$ cat config.mk
export PLATFORM = sky130hd
export DESIGN_NAME = pic_int_control_flat
export DESIGN_NICKNAME = d
export VERILOG_FILES = /design/src/rtl/pic_int_control_pkg.sv /design/src/rtl/pic_int_control_if.sv /design/src/rtl/pic_int_control_priority_resolver.sv /design/src/rtl/pic_int_control.sv /design/src/flat_wrapper.sv
export SDC_FILE = /design/constraint.sdc
export NUM_CORES = 1
export LEC_CHECK = 0
export BUFFER_PORTS_ARGS = -buffer_cell sky130_fd_sc_hd__clkbuf_2
export CAP_MARGIN = 40
export CORE_AREA = 4 4 76 78
export CTS_CLUSTER_SIZE = 24
export DETAILED_ROUTE_END_ITERATION = 7
export DIE_AREA = 0 0 80 82
export HOLD_SLACK_MARGIN = 0.03
export PLACE_DENSITY = 0.66
export SKIP_LAST_GASP = 1
export SYNTH_ARGS = -nofsm -noshare
export SYNTH_HDL_FRONTEND = slang
export SYNTH_SLANG_ARGS = --single-unit
$ cat constraint.sdc
create_clock -name clk -period 2.8 [get_ports clk]
set_clock_uncertainty 0.1 [all_clocks]
set_input_delay 0.56 -clock clk [delete_from_list [all_inputs] [get_ports clk]]
set_output_delay 0.56 -clock clk [all_outputs]
set_load 0.01 [all_outputs]
$ cat src/rtl/pic_int_control_pkg.sv
`default_nettype none
// ============================================================================
// Module      : pic_int_control_pkg
// Description : Shared constants, FSM state type and the lowest-set-bit helper
//               for the 8259-compatible interrupt controller core.
// Revision    : 1.0 - initial release
// ============================================================================
package pic_int_control_pkg;

  // Command-word bit positions
  localparam int LTIM_BIT = 3;  // ICW1: 1 = level triggered, 0 = edge
  localparam int AEOI_BIT = 1;  // ICW4: automatic end of interrupt

  // OCW2 R/SL/EOI codes that are honoured
  localparam logic [2:0] EOI_NONSPEC = 3'b001;
  localparam logic [2:0] EOI_SPEC    = 3'b011;

  // INTA sequencer states
  typedef enum logic [1:0] {
    ST_IDLE  = 2'd0,
    ST_ACK1  = 2'd1,
    ST_WAIT2 = 2'd2,
    ST_ACK2  = 2'd3
  } state_t;

  // Index of the lowest set bit (IR0 = highest priority). Returns 0 for an
  // all-zero vector; callers qualify with a reduction-OR.
  function automatic logic [2:0] f_lowest_idx(input logic [7:0] v);
    f_lowest_idx = 3'd0;
    for (int i = 7; i >= 0; i--) begin
      if (v[i]) f_lowest_idx = 3'(i);
    end
  endfunction

endpackage
`default_nettype wire

$ cat src/rtl/pic_int_control_if.sv
`default_nettype none
// ============================================================================
// Module      : pic_int_control_if
// Description : Bundles the command words, request/acknowledge lines and the
//               read-back / vector outputs of the interrupt control block.
//               master = register block / CPU side, slave = pic_int_control.
// Revision    : 1.0 - initial release
// ============================================================================
interface pic_int_control_if;
  logic       init_done;  // ICW sequence complete
  logic [7:0] icw1;       // bit3 LTIM
  logic [7:0] icw2;       // bits[7:3] vector base
  logic [7:0] icw4;       // bit1 AEOI
  logic [7:0] ocw1;       // IMR, 1 = masked
  logic [7:0] ocw2;       // EOI command
  logic       ocw2_wr;    // one-cycle OCW2 write strobe
  logic [7:0] ir;         // request lines (synchronous)
  logic       inta_n;     // acknowledge, active low (synchronous)
  logic       int_out;    // interrupt to CPU
  logic [7:0] data_out;   // vector byte
  logic       data_oe;    // vector valid / drive bus
  logic [7:0] irr;        // request register read-back
  logic [7:0] isr;        // in-service register read-back

  modport master (
    output init_done, icw1, icw2, icw4, ocw1, ocw2, ocw2_wr, ir, inta_n,
    input  int_out, data_out, data_oe, irr, isr
  );

  modport slave (
    input  init_done, icw1, icw2, icw4, ocw1, ocw2, ocw2_wr, ir, inta_n,
    output int_out, data_out, data_oe, irr, isr
  );
endinterface
`default_nettype wire

$ cat src/rtl/pic_int_control_priority_resolver.sv
`default_nettype none
// ============================================================================
// Module      : pic_int_control_priority_resolver
// Description : Fixed-priority resolver. Picks the lowest unmasked pending
//               request and reports whether it may interrupt the level that
//               is currently in service.
// Ports       : i_irr   - pending requests
//               i_imr   - mask, 1 = masked
//               i_isr   - in-service levels
//               o_cand  - candidate level
//               o_valid - candidate exists and outranks every in-service level
// Revision    : 1.0 - initial release
// ============================================================================
module pic_int_control_priority_resolver
  import pic_int_control_pkg::*;
(
  input  wire  logic [7:0] i_irr,
  input  wire  logic [7:0] i_imr,
  input  wire  logic [7:0] i_isr,
  output logic [2:0]       o_cand,
  output logic             o_valid
);

  logic [7:0] w_req;
  logic [2:0] w_isr_top;

  assign w_req     = i_irr & ~i_imr;
  assign o_cand    = f_lowest_idx(w_req);
  assign w_isr_top = f_lowest_idx(i_isr);
  assign o_valid   = (|w_req) && ((i_isr == 8'h00) || (o_cand < w_isr_top));

endmodule
`default_nettype wire

$ cat src/rtl/pic_int_control.sv
`default_nettype none
// ============================================================================
// Module      : pic_int_control
// Description : IRR/ISR keeping, priority resolution, INT generation and the
//               two-pulse 8086 INTA sequencer that returns the vector byte.
// Ports       : clk   - system clock, rising edge
//               reset - synchronous, active-high
//               bus   - pic_int_control_if.slave (command words, IR, INTA,
//                       INT, vector byte/enable, IRR/ISR read-back)
// Revision    : 1.0 - initial release
// ============================================================================
module pic_int_control
  import pic_int_control_pkg::*;
#(
  parameter int unsigned SPURIOUS_IR = 7
) (
  input wire logic          clk,
  input wire logic          reset,
  pic_int_control_if.slave  bus
);

  localparam logic [2:0] c_SPUR_IR = 3'(SPURIOUS_IR);

  state_t     r_state, w_state_next;
  logic [7:0] r_irr, r_isr, r_ir_prev;
  logic       r_inta_prev, r_int, r_spur;
  logic [2:0] r_sel;

  logic       w_clr, w_ltim, w_aeoi, w_inta_fall, w_inta_rise;
  logic [2:0] w_cand;
  logic       w_valid;
  logic [7:0] w_ack_mask, w_eoi_mask, w_aeoi_mask, w_irr_next, w_isr_next;
  logic       w_data_oe;
  logic [7:0] w_data_out;
  logic       w_unused_bits;

  // Dropping init_done behaves exactly like reset.
  assign w_clr       = reset | ~bus.init_done;
  assign w_ltim      = bus.icw1[LTIM_BIT];
  assign w_aeoi      = bus.icw4[AEOI_BIT];
  assign w_inta_fall = r_inta_prev & ~bus.inta_n;
  assign w_inta_rise = ~r_inta_prev & bus.inta_n;

  pic_int_control_priority_resolver u_prio (
    .i_irr   (r_irr),
    .i_imr   (bus.ocw1),
    .i_isr   (r_isr),
    .o_cand  (w_cand),
    .o_valid (w_valid)
  );

  // Next-state logic
  always_comb begin
    w_state_next = r_state;
    case (r_state)
      ST_IDLE:  if (w_inta_fall) w_state_next = ST_ACK1;
      ST_ACK1:  w_state_next = ST_WAIT2;
      ST_WAIT2: if (w_inta_fall) w_state_next = ST_ACK2;
      ST_ACK2:  if (w_inta_rise) w_state_next = ST_IDLE;
      default:  w_state_next = ST_IDLE;
    endcase
  end

  // Register updates. EOI and AEOI clears act on the old ISR; the ACK1 set
  // is OR-ed in last so a simultaneous set of the same bit survives.
  always_comb begin
    w_ack_mask  = ((r_state == ST_ACK1) && !r_spur) ? (8'd1 << r_sel) : 8'h00;
    w_aeoi_mask = ((r_state == ST_ACK2) && w_inta_rise && w_aeoi && !r_spur)
                  ? (8'd1 << r_sel) : 8'h00;
    w_eoi_mask  = 8'h00;
    if (bus.ocw2_wr) begin
      case (bus.ocw2[7:5])
        EOI_NONSPEC: if (|r_isr) w_eoi_mask = 8'd1 << f_lowest_idx(r_isr);
        EOI_SPEC:    w_eoi_mask = 8'd1 << bus.ocw2[2:0];
        default:     w_eoi_mask = 8'h00;
      endcase
    end
    w_isr_next = (r_isr & ~(w_eoi_mask | w_aeoi_mask)) | w_ack_mask;
    w_irr_next = (w_ltim ? bus.ir : (r_irr | (bus.ir & ~r_ir_prev))) & ~w_ack_mask;
  end

  // State register and datapath registers
  always_ff @(posedge clk) begin
    if (w_clr) begin
      r_state     <= ST_IDLE;
      r_irr       <= 8'h00;
      r_isr       <= 8'h00;
      r_ir_prev   <= 8'h00;
      r_inta_prev <= 1'b1;
      r_int       <= 1'b0;
      r_sel       <= 3'd0;
      r_spur      <= 1'b0;
    end else begin
      r_state     <= w_state_next;
      r_irr       <= w_irr_next;
      r_isr       <= w_isr_next;
      r_ir_prev   <= bus.ir;
      r_inta_prev <= bus.inta_n;
      // INT is held low from the first acknowledge until back in IDLE.
      r_int       <= (r_state == ST_IDLE && w_state_next == ST_IDLE) ? w_valid : 1'b0;
      if (r_state == ST_IDLE && w_inta_fall) begin
        r_sel  <= w_valid ? w_cand : c_SPUR_IR;
        r_spur <= ~w_valid;
      end
    end
  end

  // Outputs: vector only during the second pulse while INTA is low
  always_comb begin
    w_data_oe  = (r_state == ST_ACK2) && !bus.inta_n;
    w_data_out = w_data_oe ? {bus.icw2[7:3], r_sel} : 8'h00;
  end

  assign bus.int_out  = r_int;
  assign bus.data_oe  = w_data_oe;
  assign bus.data_out = w_data_out;
  assign bus.irr      = r_irr;
  assign bus.isr      = r_isr;

  // Command-word bits this block does not interpret
  assign w_unused_bits = ^{bus.icw1[7:4], bus.icw1[2:0], bus.icw2[2:0],
                           bus.icw4[7:2], bus.icw4[0], bus.ocw2[4:3]};

endmodule
`default_nettype wire

$ cat src/flat_wrapper.sv
// flat-port wrapper written by rule: the top's interface ports become plain ports
module pic_int_control_flat import pic_int_control_pkg::*;
#(
  parameter int unsigned SPURIOUS_IR = 7
)
  (clk, reset, bus_init_done, bus_icw1, bus_icw2, bus_icw4, bus_ocw1, bus_ocw2, bus_ocw2_wr, bus_ir, bus_inta_n, bus_int_out, bus_data_out, bus_data_oe, bus_irr, bus_isr);
  pic_int_control_if bus_i ();
  input wire logic clk;
  input wire logic reset;
  input wire logic [$bits(bus_i.init_done)-1:0] bus_init_done;
  input wire logic [$bits(bus_i.icw1)-1:0] bus_icw1;
  input wire logic [$bits(bus_i.icw2)-1:0] bus_icw2;
  input wire logic [$bits(bus_i.icw4)-1:0] bus_icw4;
  input wire logic [$bits(bus_i.ocw1)-1:0] bus_ocw1;
  input wire logic [$bits(bus_i.ocw2)-1:0] bus_ocw2;
  input wire logic [$bits(bus_i.ocw2_wr)-1:0] bus_ocw2_wr;
  input wire logic [$bits(bus_i.ir)-1:0] bus_ir;
  input wire logic [$bits(bus_i.inta_n)-1:0] bus_inta_n;
  output wire logic [$bits(bus_i.int_out)-1:0] bus_int_out;
  output wire logic [$bits(bus_i.data_out)-1:0] bus_data_out;
  output wire logic [$bits(bus_i.data_oe)-1:0] bus_data_oe;
  output wire logic [$bits(bus_i.irr)-1:0] bus_irr;
  output wire logic [$bits(bus_i.isr)-1:0] bus_isr;
  assign bus_i.init_done = bus_init_done;
  assign bus_i.icw1 = bus_icw1;
  assign bus_i.icw2 = bus_icw2;
  assign bus_i.icw4 = bus_icw4;
  assign bus_i.ocw1 = bus_ocw1;
  assign bus_i.ocw2 = bus_ocw2;
  assign bus_i.ocw2_wr = bus_ocw2_wr;
  assign bus_i.ir = bus_ir;
  assign bus_i.inta_n = bus_inta_n;
  assign bus_int_out = bus_i.int_out;
  assign bus_data_out = bus_i.data_out;
  assign bus_data_oe = bus_i.data_oe;
  assign bus_irr = bus_i.irr;
  assign bus_isr = bus_i.isr;
  pic_int_control #(.SPURIOUS_IR(SPURIOUS_IR)) u_core (.clk(clk), .reset(reset), .bus(bus_i));
endmodule
==> impl_metrics.json <==
{
  "status": "completed",
  "area_delta_synth_final_pct": 27.1,
  "cts_resized": 0,
  "syn_area_per_cell_sq_um": 8.21,
  "timing.final.crit_share_pct": 80.5,
  "p_switching_uw": 250,
  "worstMarginPinSlew_ns": 0.560,
  "startpoint_type": "register",
  "grt_pass1_vias": 1669,
  "clkTransAtPathRegs_ns": 0.07,
  "drive_gt1_share_pct": 27.9,
  "via_per_inst": 5.14,
  "wl_microns": 4790,
  "cts_sinks": 32,
  "rsz0062_at_grt": "no",
  "p_leak_uw": 0.000956,
  "max_freq_ghz": 0.444,
  "ys_types": 51,
  "yosys_warnings": 0,
  "clk_latency_ns": 0.28,
  "async_reset_ff_share_pct": 0,
  "combPwrFrac_pct": 12.3,
  "grt-busiest-layer": "met2",
  "fin_area_sq_um": 2230,
  "fp.dieW_microns": 80,
  "ys_seq_elements": 32,
  "antenna_found_initial": 0,
  "routabilityCongestion": 0.820,
  "synth_cells": 214,
  "finalCriticalPeriod_ns": 2.25,
  "power.share.clock_pct": 41.1,
  "max_cap_viol_count": 0,
  "cp.required_ns": 2.86,
  "slew_violations": 0,
  "drc": 0,
  "p_seq_share_pct": 46.6,
  "initial_core_util_pct": 34.6,
  "firstDrtPassIters": 4,
  "dp.cells": 338,
  "antenna_left": 0,
  "ir_drop_mv": 0.318,
  "htreeDepth": 2,
  "cp_max_fo": 8,
  "endpoint_kind": "register",
  "cts-root-buf": "clkbuf_8",
  "clock_path_buffers": 2,
  "finalSetupTns_ns": 0,
  "yosysSeqAreaShare_pct": 36.5,
  "fin_nets": 330,
  "synth_edf_count": 0,
  "dp_slack_ns": 0.496,
  "die-area_sq_um": 6560,
  "met1_usage_pct": 19.0,
  "fin_cells": 346,
  "critPathKind": "reg2reg",
  "dp_hpwl_microns": 3860,
  "grt_usage_pct": 15.2,
  "tritoncts": "built",
  "internal-power_uw": 794,
  "routedWlPerCell_microns": 13.9,
  "worstPathArrival_ns": 2.31,
  "drtIter0Drc": 82,
  "io_pins": 79,
  "min_path_type": "in2reg",
  "slew_headroom_pct": 62.1,
  "syn-num-nets": 269,
  "finalSetupViolCount": 0,
  "post-cts-setup-buffers": 0,
  "p_sw_share_pct": 23.9,
  "port_buffers": 59,
  "grt_max_degree": 24,
  "syn_area_sq_um": 1760,
  "synth_flop_cell": "dfxtp_1",
  "row_count": 26,
  "cts_buffers": 5,
  "hold_buffers": 0,
  "finalPower_uw": 1040,
  "die-height_microns": 82,
  "grt_overflow_total": 0,
  "via_count": 1777,
  "finalHoldViolations": 0,
  "grt_use_met3_pct": 2.52,
  "place_area_sq_um": 2120,
  "grt_pass1_wl_microns": 7830,
  "timing.final.ws_setup_ns": 0.547,
  "fp.coreArea_sq_um": 5070,
  "diodes": 0,
  "final_common_cell": "clkbuf_2",
  "p_per_area_nw_per_um2": 468,
  "use_met2_pct": 26.3,
  "layout_common_cells": "clkbuf_2, dfxtp_1, nand2_1"
}
## critical path, stage by stage (launching register included)
cell	delay, ns
dfxtp_1	0.39
or4_4	0.56
nand2b_1	0.16
ha_1	0.29
o21a_1	0.13
o22ai_2	0.08
a31o_2	0.25
nor3b_2	0.16
## flip-flops by register name (all words and copies together) (netlist names)
name / flops
u_core.r_sel: 3
u_core.bus.isr: 8
u_core.r_inta_prev: 1
u_core.r_ir_prev: 8
u_core.bus.int_out: 1
u_core.r_state: 2
u_core.r_spur: 1
u_core.bus.irr: 8
## final cells by class
class,instances,area [sq um]
Multi-Input combinational cell,163,1040
Clock inverter,2,35.0
Sequential cell,32,641
Timing Repair Buffer,60,303
Tap cell,70,87.6
Fill cell,550,2840
Clock buffer,6,72.6
Inverter,13,48.8
## per-stage QoR
| step | hold WS [ns] | utilization [%] |
|---|---|---|
| floorplan | 0.389 | - |
| global placement | 0.406 | 41.9 |
| detailed placement | 0.409 | 41.9 |
| CTS | 0.389 | 44.0 |
| global route | 0.401 | 44.0 |
| finish | 0.391 | 44.0 |
## Yosys cell counts, types with 2 or more instances
cell type | instances | area [sq um]
nor2_2 | 2 | 12.5
o21ai_0 | 11 | 55.1
a21oi_1 | 8 | 40.0
and2_1 | 17 | 106
and3_1 | 3 | 18.8
o2111ai_1 | 2 | 17.5
nand2b_1 | 16 | 100
nor2b_1 | 7 | 43.8
nand4_1 | 3 | 18.8
a21boi_0 | 3 | 22.5
nor3_1 | 9 | 45.0
nand2_1 | 18 | 67.6
a21o_1 | 2 | 15.0
a32o_1 | 2 | 20.0
o21a_1 | 2 | 15.0
and4b_4 | 2 | 27.5
clkbuf_1 | 6 | 22.5
ha_1 | 2 | 25.0
a22o_1 | 2 | 17.5
dfxtp_1 | 32 | 641
o31ai_1 | 2 | 15.0
nor2_1 | 10 | 37.5
inv_1 | 13 | 48.8
nand3_1 | 6 | 30.0
a221oi_1 | 4 | 35.0
a31oi_1 | 5 | 31.3
## power groups by stage
stage	Sequential [uW]	Clock, uW	Combinational (uW)
finish	486	429	128
detailed placement	496	0	128
floorplan	492	0	76.7
global placement	496	0	127
CTS	486	436	129
global route	489	457	143
## layer usage
layer  share of wire, %  up-vias
met3                5.3        4
li1                   -      905
met5                  0        -
met4                1.2        0
met2                 51       47
met1                 43      821
## cells by family (layout without fill, tap and decap cells)
family                     Yosys count  in the layout  share of synthesized area, %
and+or+nand+nor                    101            101                          33.5
AOI/OAI and AO/OA                   60             60                          24.6
DFF                                 32             32                          36.5
buffers and inverters               19             81                          4.06
adders and majority gates            2              2                          1.42
## worst paths after layout
kind                      from                  end  slack, ns  depth (start not counted)
max reg2reg  u_core.bus.isr[2]   u_core.bus.int_out       0.55                          7
min                  bus_ir[7]  u_core.r_ir_prev[7]       0.39                          2
max          u_core.bus.isr[2]   u_core.bus.int_out       0.55                          7
min reg2reg  u_core.bus.irr[6]    u_core.bus.irr[6]       0.41                          2
(Power assumes the default switching activity.)
